### config.mk
export PLATFORM = sky130hd
export DESIGN_NAME = uart_tx_ctrl_flat
export DESIGN_NICKNAME = d
export VERILOG_FILES = /design/src/rtl/uart_tx_ctrl_if.sv /design/src/rtl/uart_tx_ctrl.sv /design/src/flat_wrapper.sv
export SDC_FILE = /design/constraint.sdc
export NUM_CORES = 1
export LEC_CHECK = 0
export CAP_MARGIN = 20
export CORE_MARGIN = 2
export CORE_UTILIZATION = 45
export DETAILED_ROUTE_END_ITERATION = 8
export GPL_ROUTABILITY_DRIVEN = 0
export SLEW_MARGIN = 20
export SYNTH_ARGS = -nofsm -noshare
export SYNTH_HDL_FRONTEND = slang
export SYNTH_SLANG_ARGS = --single-unit
### constraint.sdc
create_clock -name clock -period 5.2 [get_ports clock]
set_input_delay 1.04 -clock clock [delete_from_list [all_inputs] [get_ports clock]]
set_output_delay 1.04 -clock clock [all_outputs]
set_load 0.01 [all_outputs]
### src/rtl/uart_tx_ctrl_if.sv
// Byte write port of the UART transmitter: push handshake plus FIFO occupancy.
interface uart_tx_ctrl_if #(
    parameter int FIFO_DEPTH = 16
);
    logic                        wr_en;
    logic [7:0]                  wr_data;
    logic                        wr_ready;
    logic [$clog2(FIFO_DEPTH):0] fifo_level;

    modport master (
        output wr_en,
        output wr_data,
        input  wr_ready,
        input  fifo_level
    );

    modport slave (
        input  wr_en,
        input  wr_data,
        output wr_ready,
        output fifo_level
    );
endinterface

### src/rtl/uart_tx_ctrl.sv
// Memory-mapped UART transmitter: byte FIFO feeding an 8N1 serialiser on tx.
module uart_tx_ctrl #(
    parameter int CLKS_PER_BIT = 868,
    parameter int FIFO_DEPTH   = 16
) (
    input  logic          clock,
    input  logic          reset,
    uart_tx_ctrl_if.slave wr,
    output logic          tx_busy,
    output logic          tx
);
    localparam int LW = $clog2(FIFO_DEPTH) + 1;
    localparam int PW = $clog2(FIFO_DEPTH);
    localparam int CW = $clog2(CLKS_PER_BIT);
    localparam logic [CW-1:0] CNT_LAST = CW'(CLKS_PER_BIT - 1);
    localparam logic [LW-1:0] LVL_FULL = LW'(FIFO_DEPTH);

    typedef enum logic [1:0] {IDLE, START, DATA, STOP} state_t;

    state_t        state;
    logic [CW-1:0] baud_cnt;
    logic [2:0]    bit_idx;
    logic [7:0]    shift_reg;
    logic [7:0]    mem [FIFO_DEPTH];
    logic [PW-1:0] rd_ptr;
    logic [PW-1:0] wr_ptr;
    logic [LW-1:0] level;
    logic          ready;
    logic          push;
    logic          pop;
    logic          bit_done;

    assign ready         = (level != LVL_FULL);
    assign wr.wr_ready   = ready;
    assign wr.fifo_level = level;
    assign tx_busy       = (state != IDLE) || (level != '0);
    assign push          = wr.wr_en && ready;
    assign bit_done      = (baud_cnt == CNT_LAST);
    // Pop either to leave IDLE or at the last STOP cycle, so frames run back to back.
    assign pop           = (level != '0) && ((state == IDLE) || ((state == STOP) && bit_done));

    always_ff @(posedge clock) begin
        if (reset && push) begin
            mem[wr_ptr] <= wr.wr_data;
        end
    end

    always_ff @(posedge clock) begin
        if (!reset) begin
            state     <= IDLE;
            tx        <= 1'b1;
            baud_cnt  <= '0;
            bit_idx   <= '0;
            shift_reg <= '0;
            rd_ptr    <= '0;
            wr_ptr    <= '0;
            level     <= '0;
        end else begin
            if (push) begin
                wr_ptr <= wr_ptr + PW'(1);
            end
            if (pop) begin
                rd_ptr <= rd_ptr + PW'(1);
            end
            case ({push, pop})
                2'b10:   level <= level + LW'(1);
                2'b01:   level <= level - LW'(1);
                default: ;
            endcase

            unique case (state)
                IDLE: begin
                    tx       <= 1'b1;
                    baud_cnt <= '0;
                    if (pop) begin
                        shift_reg <= mem[rd_ptr];
                        bit_idx   <= '0;
                        tx        <= 1'b0;
                        state     <= START;
                    end
                end
                START: begin
                    if (bit_done) begin
                        baud_cnt <= '0;
                        bit_idx  <= '0;
                        tx       <= shift_reg[0];
                        state    <= DATA;
                    end else begin
                        baud_cnt <= baud_cnt + CW'(1);
                    end
                end
                DATA: begin
                    if (bit_done) begin
                        baud_cnt <= '0;
                        if (bit_idx == 3'd7) begin
                            tx    <= 1'b1;
                            state <= STOP;
                        end else begin
                            // tx takes the next bit directly so it stays registered
                            shift_reg <= shift_reg >> 1;
                            tx        <= shift_reg[1];
                            bit_idx   <= bit_idx + 3'd1;
                        end
                    end else begin
                        baud_cnt <= baud_cnt + CW'(1);
                    end
                end
                STOP: begin
                    if (bit_done) begin
                        baud_cnt <= '0;
                        if (pop) begin
                            shift_reg <= mem[rd_ptr];
                            bit_idx   <= '0;
                            tx        <= 1'b0;
                            state     <= START;
                        end else begin
                            tx    <= 1'b1;
                            state <= IDLE;
                        end
                    end else begin
                        baud_cnt <= baud_cnt + CW'(1);
                    end
                end
            endcase
        end
    end
endmodule

### src/flat_wrapper.sv
// flat-port wrapper written by rule: the top's interface ports become plain ports
module uart_tx_ctrl_flat 
#(
    parameter int CLKS_PER_BIT = 868,
    parameter int FIFO_DEPTH   = 16
)
  (clock, reset, tx_busy, tx, wr_wr_en, wr_wr_data, wr_wr_ready, wr_fifo_level);
  uart_tx_ctrl_if #(.FIFO_DEPTH(FIFO_DEPTH)) wr_i ();
  input  logic clock;
  input  logic reset;
  output logic tx_busy;
  output logic tx;
  input wire logic [$bits(wr_i.wr_en)-1:0] wr_wr_en;
  input wire logic [$bits(wr_i.wr_data)-1:0] wr_wr_data;
  output wire logic [$bits(wr_i.wr_ready)-1:0] wr_wr_ready;
  output wire logic [$bits(wr_i.fifo_level)-1:0] wr_fifo_level;
  assign wr_i.wr_en = wr_wr_en;
  assign wr_i.wr_data = wr_wr_data;
  assign wr_wr_ready = wr_i.wr_ready;
  assign wr_fifo_level = wr_i.fifo_level;
  uart_tx_ctrl #(.CLKS_PER_BIT(CLKS_PER_BIT), .FIFO_DEPTH(FIFO_DEPTH)) u_core (.clock(clock), .reset(reset), .wr(wr_i), .tx_busy(tx_busy), .tx(tx));
endmodule
-- After elaboration in Yosys (flattened, before gate mapping)
Memories as Yosys holds them, arrays and structs flattened. A register that Yosys moved wholly into a read port is not among the register bits.
Cells that the tools add are included.
- register bits: 37
- bits in latches: 0
- bits in writable memories: 128
- ROM bits: 0
- input bits: 11
- output and inout port bits: 8
- logic and storage cells: 76
- memories kept: 1
- add/subtract/negate cells: 6
- $mul: 0
- divide/modulo/power cells: 0
- $lt $le $gt $ge: 0
- eq/ne operators: 14
- shift operators: 0
- mux-type cells: 31
- bitwise gates (word level): 0
- reduce and logical (&&, ||, !) cells: 16
- memories (memory ; depth ; bits a word ; rd ports ; clocked after memory_dff ; wr ports ; RTL line ; RTL):
    u_core.mem ; 16 ; 8 ; 1 ; 1 ; 1 ; uart_tx_ctrl.sv:24 ; logic [7:0] mem [FIFO_DEPTH];
- operators by type and width (cell ; number):
    2-to-1 mux 8 bit ; 4
    case mux 8 bit (3 select lines) ; 1
    case mux 10 bit (2 select lines) ; 1
    2-to-1 mux 3 bit ; 5
    case mux 3 bit (4 select lines) ; 1
    adder 10 x 1 -> 10 bit, second input constant ; 1
    equality test 10 bit, second input constant ; 1
    2-to-1 mux 10 bit ; 1
    2-to-1 mux 2 bit ; 5
    != test 2 x 1 -> 1 bit, second input constant ; 5
    case mux 5 bit (2 select lines) ; 1
    adder 4 x 1 -> 4 bit, second input constant ; 2
    2-to-1 mux 1 bit ; 8
    2-to-1 mux 4 bit ; 2
    case mux 2 bit (4 select lines) ; 1
    AND reduction 4 bit ; 2
    equality test 2 bit, second input constant ; 3
    adder 5 x 1 -> 5 bit, second input constant ; 1
    != test 5 bit, second input constant ; 1
    AND reduction 5 bit ; 1
    nonzero test 5 bit ; 1
    subtractor 5 x 1 -> 5 bit, second input constant ; 1
    equality test 2 x 1 -> 1 bit, second input constant ; 2
    logical AND 1 bit ; 4
    other kinds (10) ; 12

-- Longest topological paths before layout
- depth after elaboration: 7
- mapped depth: 12
- depth with buffers taken out: 11

-- Worst setup path before layout
No wires, ideal clock.
- path kind: input to register
- from: input wr_wr_en
- to: register u_core.level[4], in the netlist u_core.wr.fifo_level[4]
- library setup time: 76 ps
- arrival: 3108 ps
- required time: 5124 ps
- setup slack: 2017 ps
- stages: 9
- cells stage by stage: a21boi_1 > inv_1 > ha_1 > fa_1 > a21o_1 > a21oi_1 > xor2_1 > or3_1 > a21boi_0
- word-level cells in the longest chain between the ends: 3
- ends and longest elaborated chain (what ; RTL line ; RTL):
    from (decl) ; flat_wrapper.sv:13 ; input wire logic [$bits(wr_i.wr_en)-1:0] wr_wr_en;
    logical AND 1 bit (*) ; uart_tx_ctrl.sv:37 ; assign push = wr.wr_en && ready;
    equality test 2 x 1 -> 1 bit or equality test 2 bit (tied branches) ; uart_tx_ctrl.sv:65 ; case ({push, pop})
    case mux 5 bit (2 select lines) or nonzero test 2 bit (tied branches) ; n/a ;
    to (signal assigned) ; uart_tx_ctrl.sv:66 ; 2'b10: level <= level + LW'(1);
    to (signal assigned) ; uart_tx_ctrl.sv:67 ; 2'b01: level <= level - LW'(1);
    to (decl) ; uart_tx_ctrl.sv:27 ; logic [LW-1:0] level;
Mark *: on every way between the ends. The rest lies on a longest branch, timed or not.
A chain may end at the register's enable or synchronous reset.

-- Final worst setup path
Ends and elaborated chain as after synthesis.

==> flow_summary.json <==
{
  "synth_area_sq_um": 7160,
  "register_share_of_total_power_pct": 41.2,
  "buffer_ports.inserted": 18,
  "root_buffer": "sky130_fd_sc_hd__clkbuf_16",
  "layout.cells.non_filler": 707,
  "worst_clock_skew_ns": 0.00901,
  "finalWirelength_mm": 13.5,
  "yosysUniqueCellTypes": 51,
  "endpoints_failing_setup": 0,
  "core_region_area_sq_um": 15700,
  "pwr-share-comb_pct": 28.5,
  "worst-endpoint-arrival_ns": 3.94,
  "floorplan.io_pins": 19,
  "grt_pass1_vias": 3898,
  "asyncSetResetFlopFracSynth_pct": 0,
  "ys_ff_latch": 169,
  "reg2reg_from": "u_core.baud_cnt[0]",
  "remaining_number_of_nets_flagged_by_the_antenna_check_after_routing": 0,
  "maxCapViolations": 0,
  "htree_levels": 4,
  "final-seq-area_sq_um": 4670,
  "slew_violations": 0,
  "rsz_0062_raised_after_global_routing": "no",
  "pwr_density_nw_per_um2": 493,
  "power_switching_share_pct": 30.8,
  "slew_worst_pin_ns": 0.959,
  "intPower_w": 0.00276,
  "track_usage_pct": 17.4,
  "netSwitchingPower_w": 0.00123,
  "outcome": "completed",
  "drc": 0,
  "setup_tns_ns": 0,
  "placement_rows": 46,
  "most-common-layout-cells": "sky130_fd_sc_hd__edfxtp_1 (128), sky130_fd_sc_hd__dfxtp_1 (40), sky130_fd_sc_hd__mux4_2 (30), sky130_fd_sc_hd__nor2_1 (26), sky130_fd_sc_hd__nand2_1 (21)",
  "fp.dieArea_sq_um": 16900,
  "drt_pre_antenna_iters": 4,
  "required_ns": 5.55,
  "finalNetCount": 508,
  "hold_path_startpoint": "u_core.baud_cnt[0]",
  "final.fill_count": 1275,
  "post_synth_inst_count": 461,
  "clock_latency_ns": 0.43,
  "post_cts.resized_instances": 0,
  "total_via_count_after_detailed_routing": 3843,
  "die_width_um": 130,
  "n_antenna_cell": 0,
  "wl_per_cell_um": 19.1,
  "numClockSinks": 169,
  "endpoint_kind": "flip-flop",
  "worst_ir_drop_vdd_uv": 260,
  "start_util_pct": 45.5,
  "cts_inserted_buffers": 17,
  "placed_cells": 675,
  "clockBufferDepth": 2,
  "timing.max_slew.rel_slack_pct": 36.0,
  "post_synth_top_flop": "sky130_fd_sc_hd__edfxtp_1",
  "synth_enable_flop_cells": 128,
  "ys_warn_count": 0,
  "multiInputGateArea_sq_um": 2320,
  "synth_sequential_area_ratio_pct": 65.2,
  "grt-ovfl-total": 0,
  "hold_path.class": "reg -> reg",
  "ctsHoldBuffers": 0,
  "met2_wirelength_mm": 6.65,
  "power.clock.fraction_pct": 30.3,
  "timing.final.hold_violations": 0,
  "dieHeight_um": 130,
  "min_period_over_period_pct": 69.0,
  "maxUsedRoutingLayer": "met4",
  "grt_pass1_wl_mm": 21.6,
  "route.met3.wl_um": 505,
  "area_overhead_vs_synth_pct": 13.0,
  "fmax_ghz": 0.279,
  "tritoncts": "built",
  "post_drt_via_cell_ratio": 5.44,
  "drive_above_1_share_pct": 16.9,
  "cp-start-kind": "input port",
  "violation_count_after_the_first_detailed_route_iteration": 264,
  "wirelength_met1_mm": 6.15,
  "cts_post_setup_buffers_inserted": 0,
  "post_layout_minimum_cycle_time_ns": 3.59,
  "postSynthAreaPerCell_sq_um": 15.5,
  "largest_register_ffs": 128,
  "class_of_the_most_critical_setup_path": "in -> reg",
  "syn-num-nets": 491,
  "most_common_cell_after_layout_fill_and_taps_aside": "sky130_fd_sc_hd__edfxtp_1",
  "p_leak_nw": 2.72,
  "grt_max_degree": 39,
  "clk_pin_slew_worst_paths_ns": 0.07,
  "grt_antenna_before_repair": 0,
  "critical_path.max_fanout": 10,
  "setup.worst_path.start": "wr_wr_en",
  "dp_hpwl_mm": 8.86
}
-- kinds of logic after synthesis --
kind of cell	share of synthesized area, %
compound gates	4.84
xor+xnor	2.20
fa+ha+maj	3.43
buf+inv	2.45
flops	65.2
mux	12.9
simple gates	8.97
-- layer usage --
metal  track usage, %  vias up
li1                 -     1800
met1             23.3     1949
met2             28.1       79
met3             4.55       15
met4             5.44        0
met5                0        -
-- metrics by stage --
step	worst slack (ns)	util [%]	hold WS, ns	cell area, sq um	power (W)
floorplan	2.02	-	0.426	7160	0.00254
global placement	1.24	47.9	0.444	7520	0.00278
detailed placement	1.17	47.9	0.450	7520	0.00281
CTS	1.61	51.5	0.465	8090	0.00402
global route	1.36	51.5	0.490	8090	0.00420
finish	1.61	51.5	0.457	8090	0.00399
-- worst paths after layout --
check | depth (start not counted) | end | slack [ns]
min | 1 | u_core.baud_cnt[0] | 0.46
max reg2reg | 11 | u_core.wr.fifo_level[4] | 1.84
max | 10 | u_core.wr.fifo_level[4] | 1.61
min reg2reg | 1 | u_core.baud_cnt[0] | 0.46
-- layout make-up --
class / instances / share of cell area (%)
Clock buffer: 18 / 5.31
Clock inverter: 14 / 1.75
Inverter: 9 / 0.418
Multi-Input combinational cell: 256 / 28.6
Sequential cell: 169 / 57.7
Tap cell: 216 / 3.34
Timing Repair Buffer: 25 / 2.88
-- synthesized netlist by cell type (all sizes together), types with 8 or more instances --
cell type / instances / share of area (%)
inv: 9 / 0.47
o211a: 8 / 1.1
nand3: 17 / 1.3
nand4: 11 / 0.96
nor2: 27 / 1.5
edfxtp: 128 / 54
mux4: 30 / 9.4
buf: 13 / 1.2
nand2: 21 / 1.1
or3: 9 / 0.79
mux2i: 17 / 2.4
xor2: 11 / 1.3
o21ai: 9 / 0.84
and2: 11 / 0.96
dfxtp: 41 / 11
clkbuf: 14 / 0.73
a21oi: 10 / 0.70
ha: 18 / 3.1
-- worst max-delay path, stage by stage --
cell                              delay (ns)
sky130_fd_sc_hd__clkdlybuf4s50_1        0.46
sky130_fd_sc_hd__a21boi_1               0.68
sky130_fd_sc_hd__inv_1                  0.10
sky130_fd_sc_hd__ha_1                   0.29
sky130_fd_sc_hd__fa_1                   0.44
sky130_fd_sc_hd__a21o_1                 0.20
sky130_fd_sc_hd__a21oi_1                0.17
sky130_fd_sc_hd__xor2_1                 0.10
sky130_fd_sc_hd__or3_1                  0.30
sky130_fd_sc_hd__a21boi_0               0.16
-- power by group through the flow --
stage / sequential (W) / combinational [W] / clock, W
6_report: 0.00165 / 0.00114 / 0.00121
3_3_place_gp: 0.00167 / 0.00111 / 0
3_5_place_dp: 0.00168 / 0.00113 / 0
5_1_grt: 0.00166 / 0.00125 / 0.00129
4_1_cts: 0.00165 / 0.00114 / 0.00123
2_1_floorplan: 0.00163 / 0.000905 / 0
Power figures use the tool's default switching activity.
